### src/rtl/slurm32_mem_arbiter.sv
// Single-port memory arbiter between instruction fetch and execute-stage load/store.
// Data requests win by default; a pending fetch is forced through after STARVE_LIMIT data grants.
module slurm32_mem_arbiter #(
    parameter int unsigned STARVE_LIMIT   = 4,
    parameter int unsigned TIMEOUT_CYCLES = 255
) (
    input  logic        clk,
    input  logic        rst,
    input  logic        fetch_req,
    input  logic [31:0] fetch_addr,
    output logic [31:0] fetch_data,
    output logic        fetch_valid,
    input  logic        ex_load,
    input  logic        ex_store,
    input  logic [31:0] ex_addr,
    input  logic [31:0] ex_wdata,
    input  logic [3:0]  ex_mask,
    output logic [31:0] ex_rdata,
    output logic        ex_done,
    output logic        stall,
    output logic        bus_err,
    output logic [31:0] mem_addr,
    output logic [31:0] mem_wdata,
    output logic [3:0]  mem_mask,
    output logic        mem_rd,
    output logic        mem_wr,
    input  logic [31:0] mem_rdata,
    input  logic        mem_ready
);

    localparam int unsigned AW = 32;
    localparam int unsigned DW = 32;
    localparam int unsigned MW = 4;
    localparam int unsigned SW = $clog2(STARVE_LIMIT + 1);
    localparam int unsigned WW = 8;

    typedef enum logic [1:0] {
        IDLE  = 2'd0,
        FETCH = 2'd1,
        DATA  = 2'd2,
        DONE  = 2'd3
    } state_t;

    state_t        state, state_n;
    logic [SW-1:0] streak, streak_n;
    logic [WW-1:0] wait_cnt, wait_cnt_n;
    logic [AW-1:0] mem_addr_n;
    logic [DW-1:0] mem_wdata_n;
    logic [MW-1:0] mem_mask_n;
    logic          mem_rd_n, mem_wr_n;
    logic [DW-1:0] fetch_data_n, ex_rdata_n;
    logic          fetch_valid_n, ex_done_n, bus_err_n;

    logic          data_req;
    logic          grant_fetch;
    logic          timed_out;
    logic [DW-1:0] done_data;

    assign data_req    = ex_load | ex_store;
    assign grant_fetch = fetch_req & (~data_req | (streak == SW'(STARVE_LIMIT)));
    assign timed_out   = (wait_cnt == WW'(TIMEOUT_CYCLES - 1));
    assign done_data   = mem_ready ? mem_rdata : {DW{1'b1}};

    assign stall = data_req & ~ex_done;

    // State and registered-output flops
    always_ff @(posedge clk) begin
        if (rst) begin
            state       <= IDLE;
            streak      <= '0;
            wait_cnt    <= '0;
            mem_addr    <= '0;
            mem_wdata   <= '0;
            mem_mask    <= '0;
            mem_rd      <= 1'b0;
            mem_wr      <= 1'b0;
            fetch_data  <= '0;
            ex_rdata    <= '0;
            fetch_valid <= 1'b0;
            ex_done     <= 1'b0;
            bus_err     <= 1'b0;
        end else begin
            state       <= state_n;
            streak      <= streak_n;
            wait_cnt    <= wait_cnt_n;
            mem_addr    <= mem_addr_n;
            mem_wdata   <= mem_wdata_n;
            mem_mask    <= mem_mask_n;
            mem_rd      <= mem_rd_n;
            mem_wr      <= mem_wr_n;
            fetch_data  <= fetch_data_n;
            ex_rdata    <= ex_rdata_n;
            fetch_valid <= fetch_valid_n;
            ex_done     <= ex_done_n;
            bus_err     <= bus_err_n;
        end
    end

    // Next-state, arbitration and completion logic
    always_comb begin
        state_n       = state;
        streak_n      = streak;
        wait_cnt_n    = wait_cnt;
        mem_addr_n    = mem_addr;
        mem_wdata_n   = mem_wdata;
        mem_mask_n    = mem_mask;
        mem_rd_n      = mem_rd;
        mem_wr_n      = mem_wr;
        fetch_data_n  = fetch_data;
        ex_rdata_n    = ex_rdata;
        fetch_valid_n = 1'b0;
        ex_done_n     = 1'b0;
        bus_err_n     = 1'b0;

        unique case (state)
            IDLE: begin
                wait_cnt_n = '0;
                if (grant_fetch) begin
                    mem_addr_n  = fetch_addr;
                    mem_wdata_n = '0;
                    mem_mask_n  = {MW{1'b1}};
                    mem_rd_n    = 1'b1;
                    mem_wr_n    = 1'b0;
                    streak_n    = '0;
                    state_n     = FETCH;
                end else if (data_req) begin
                    // A simultaneous load+store is issued as a store
                    mem_addr_n  = ex_addr;
                    mem_wdata_n = ex_wdata;
                    mem_mask_n  = ex_mask;
                    mem_rd_n    = ~ex_store;
                    mem_wr_n    = ex_store;
                    if (fetch_req && (streak != SW'(STARVE_LIMIT))) begin
                        streak_n = streak + SW'(1);
                    end
                    state_n     = DATA;
                end
            end
            FETCH, DATA: begin
                if (mem_ready || timed_out) begin
                    mem_rd_n  = 1'b0;
                    mem_wr_n  = 1'b0;
                    bus_err_n = ~mem_ready;
                    if (state == FETCH) begin
                        fetch_data_n  = done_data;
                        fetch_valid_n = 1'b1;
                    end else begin
                        ex_rdata_n = done_data;
                        ex_done_n  = 1'b1;
                    end
                    state_n = DONE;
                end else begin
                    wait_cnt_n = wait_cnt + WW'(1);
                end
            end
            DONE: begin
                state_n = IDLE;
            end
            default: begin
                state_n = IDLE;
            end
        endcase
    end

endmodule

### config.mk
export PLATFORM = sky130hd
export DESIGN_NAME = slurm32_mem_arbiter
export DESIGN_NICKNAME = d
export VERILOG_FILES = /design/src/rtl/slurm32_mem_arbiter.sv
export SDC_FILE = /design/constraint.sdc
export NUM_CORES = 1
export LEC_CHECK = 0
export CORE_MARGIN = 2
export CORE_UTILIZATION = 30
export DETAILED_ROUTE_END_ITERATION = 10
export DONT_BUFFER_PORTS = 1
export PLACE_DENSITY_LB_ADDON = 0.12
export SLEW_MARGIN = 20
export SYNTH_ARGS = -nofsm -noshare
export SYNTH_HDL_FRONTEND = slang
export SYNTH_SLANG_ARGS = --single-unit
### constraint.sdc
create_clock -name clk -period 2.3 [get_ports clk]
set_clock_uncertainty 0.05 [all_clocks]
set_input_delay 0.115 -clock clk [delete_from_list [all_inputs] [get_ports clk]]
set_output_delay 0.115 -clock clk [all_outputs]
set_load 0.05 [all_outputs]
==> results by group <==
Logic synthesis
  • Post-synthesis xor/xnor area fraction: 0.00436
  • Sequential share of the synthesized area: 0.499
  • Most numerous cell in the Yosys netlist: dfxtp_1
  • Synth unique cells: 51
  • Post-Synth Simple-Gate Area: 0.203
  • Syn Nets: 806
  • Syn_area_per_cell: 9.10 µm²
  • EDFF count, synth: 0
  • Netlist Area Pre-Place: 0.00602 mm²
  • Seq cells post-synth: 150
  • Synth top cells by count: dfxtp_1 (150), nor2_1 (143), a21oi_1 (71)
  • YS warnings: 0
  • Syn Inst Count: 662
  • Post-synthesis mux area share: 0.0532
  • Post-synthesis adder-cell area fraction: 0.0125
  • Post-synth top area share: 0.499
  • Ys async rst share: 0
  • Largest area contributor in the netlist: dfxtp_1
  • Largest family of logic cells by synthesized area: simple AND/OR/NAND/NOR gates
  • Ranking of synthesized cells by area: dfxtp_1 (50%), nor2_1 (8.9%), nand2b_1 (7.0%)
  • Compound-Gate Fraction of Synth Area: 0.177
  • Synth Flop Type: dfxtp_1

Placement
  • Dpl ws: 389 ps
  • DP HPWL: 10600 µm
  • GP Congestion: 0.741
  • Area after DPL: 0.00617 mm²
  • Port bufs: 0

Final layout
  • ANT cells: 0
  • Share of cells above drive strength 1: 0.0726
  • Register area: 0.00300 mm²
  • Fin nets: 930
  • # fillers: 1899
  • Final instance area: 0.00824 mm²
  • Area of the multi-input gates: 0.00272 mm²
  • Area Overhead vs Synth: 36.8%

Outcome
  • Outcome: finished, final reports clean

Clocking
  • Clock sink total: 150
  • CTS tree: built
  • Num CTS Buffers: 17
  • Clock transition at path regs: 60 ps
  • Post-CTS setup repair buffer count: 0
  • H-tree depth: 4
  • Clk root buf: clkbuf_16
  • Skew-Pair Late Insertion Delay: 410 ps
  • Clock Tree Buf Depth: 2

Critical path
  • CP required: 2600 ps
  • Arrival time at the worst endpoint: 2460 ps
  • Crit path max fanout: 9
  • Worst R2R Start: state[0]
  • R2r endpoint: wait_cnt[3]
  • Crit path kind: reg -> reg
  • Worst setup SP type: flip-flop
  • CP Launch Point: state[0]
  • R2R cell count: 7
  • Reg2Reg Setup Slack: 140 ps
  • Critical Path End: wait_cnt[3]
  • Critical path capture point type: flip-flop

Global routing
  • Initial antenna violation count: 0
  • Largest net degree at the start of global routing: 142
  • First-pass GRT wire length: 27200 µm
  • Global Route Usage Sum: 0.158
  • Overflow after GRT: 0
  • Number of global-route vias before repair: 5227

Die
  • Die X: 146 µm
  • Std cell rows: 51
  • Die area: 0.0212 mm²
  • DIE HEIGHT: 146 µm
  • Core area: 0.0196 mm²
  • Initial Util: 0.307
  • I/O pin cnt: 276

Detailed routing
  • Routed wire length: 16900 µm
  • DR pass1 iterations: 4
  • WL/cell: 15.9 µm
  • Via count: 5128
  • Vias per cell: 4.82
  • Routed Antenna Nets: 0
  • DRC violations left: 0
  • DRT iter0 DRCs: 273

Power and ir drop
  • Total power: 11.9 mW
  • Power density cells: 1450 mW/mm²
  • LEAKAGE: 3.37 nW
  • Max rail drop VDD: 0.583 mV

STA
  • Setup violations, final: 0
  • Final min period: 2160 ps
  • RSZ-0062 raised after global routing: no
  • Tightest Pin Transition: 607 ps
  • Max Fclk: 0.464 GHz
  • Final Cycle Share: 0.938
  • Final Hold Viols: 0
  • Rel. slew slack: 0.595
  • Slew Viols, Final: 0
  • Final Worst Setup Slack: 144 ps
  • Setup tns final: 0 ps

Min path
  • Worst Hold Class: in -> reg

Flow run
  • Max cap viols: 0
## cells in the final DEF, fill, tap and decap left out, types with 3 or more instances in the layout
master / synthesis / final
a211oi_1: 33 / 33
a21oi_1: 71 / 71
a22oi_1: 33 / 33
buf_4: 0 / 9
bufinv_16: 0 / 3
clkbuf_16: 0 / 17
clkinvlp_4: 0 / 3
dfxtp_1: 150 / 149
dlygate4sd3_1: 0 / 143
ha_1: 6 / 5
inv_1: 8 / 8
inv_6: 0 / 4
mux2i_1: 32 / 32
nand2_1: 8 / 8
nand2b_1: 67 / 67
nand3_1: 15 / 15
nor2_1: 143 / 142
nor3_1: 3 / 3
o21ai_0: 3 / 3
o22ai_1: 5 / 5
## area by class of cell
class / count / area share
clock buffer: 19 / 0.0526
clock inverter: 13 / 0.0207
inverter: 8 / 0.00365
multi-input combinational: 455 / 0.330
sequential: 150 / 0.365
tap: 265 / 0.0402
timing repair buffer: 154 / 0.188
## worst min-delay path by stage
| stage | startpoint | endpoint | slack (ps) | cells after the start |
|---|---|---|---|---|
| final | fetch_req | mem_mask[1] | 30 | 3 |
| after global routing | fetch_req | mem_mask[3] | 60 | 3 |
| after CTS | fetch_req | mem_mask[3] | 10 | 3 |
| after detailed placement | rst | wait_cnt[1] | 150 | 1 |
| after global placement | rst | mem_wdata[8] | 160 | 1 |
| after floorplan | ex_mask[0] | mem_mask[0] | 210 | 2 |
## through the flow
stage          hold WS [ps]   util  std cells
2_1_floorplan           208      -        662
5_1_grt                55.7  0.421       1064
3_3_place_gp            157  0.315        888
4_1_cts                14.4  0.420       1064
3_5_place_dp            151  0.315        888
6_report               27.3  0.421       1064
## critical path, cell delays in order (launching register included)
cell and delay [ps]:
dfxtp_1 350, inv_1 60, ha_2 380, and2b_2 240, o21a_1 200, o21ai_0 110
a21oi_1 140, dlygate4sd3_1 560
## logic make-up after synthesis
group,count (synthesis)
muxes,32
and+or+nand+nor,252
AOI/OAI and AO/OA,162
xor gates and xnor gates,3
DFF,150
adders and majority gates,6
buffers and inverters,57
## power breakdown
part	switching, mW	internal, mW	total (mW)
sequential	3.18	3.39	6.57
clock	1.14	1.72	2.87
combinational	1.44	1.03	2.48
## sequential cells by signal, summed over array words and instances, names as in the netlist
| signal | count |
|---|---|
| streak | 3 |
| bus_err | 1 |
| wait_cnt | 8 |
| fetch_data | 32 |
| ex_rdata | 32 |
| mem_mask | 4 |
| mem_wr | 1 |
| mem_rd | 1 |
| state | 2 |
| ex_done | 1 |
| mem_addr | 32 |
| mem_wdata | 32 |
| fetch_valid | 1 |
## what timing repair did
action / CTS / global route
endpoints found under the setup margin: 0 / 6
hold buffers: 144 / 0
hold endpoints to repair: 148 / 0
resized for setup: 0 / 3
## per-layer routing
layer / global-route usage / routed length, µm / up-vias
met5: 0 / 0 / -
met4: 0.0505 / 309 / 0
met3: 0.0542 / 1090 / 20
met2: 0.276 / 8590 / 175
met1: 0.180 / 6930 / 2394
li1: - / - / 2539
No activity file was read; power rests on OpenSTA's default activity.
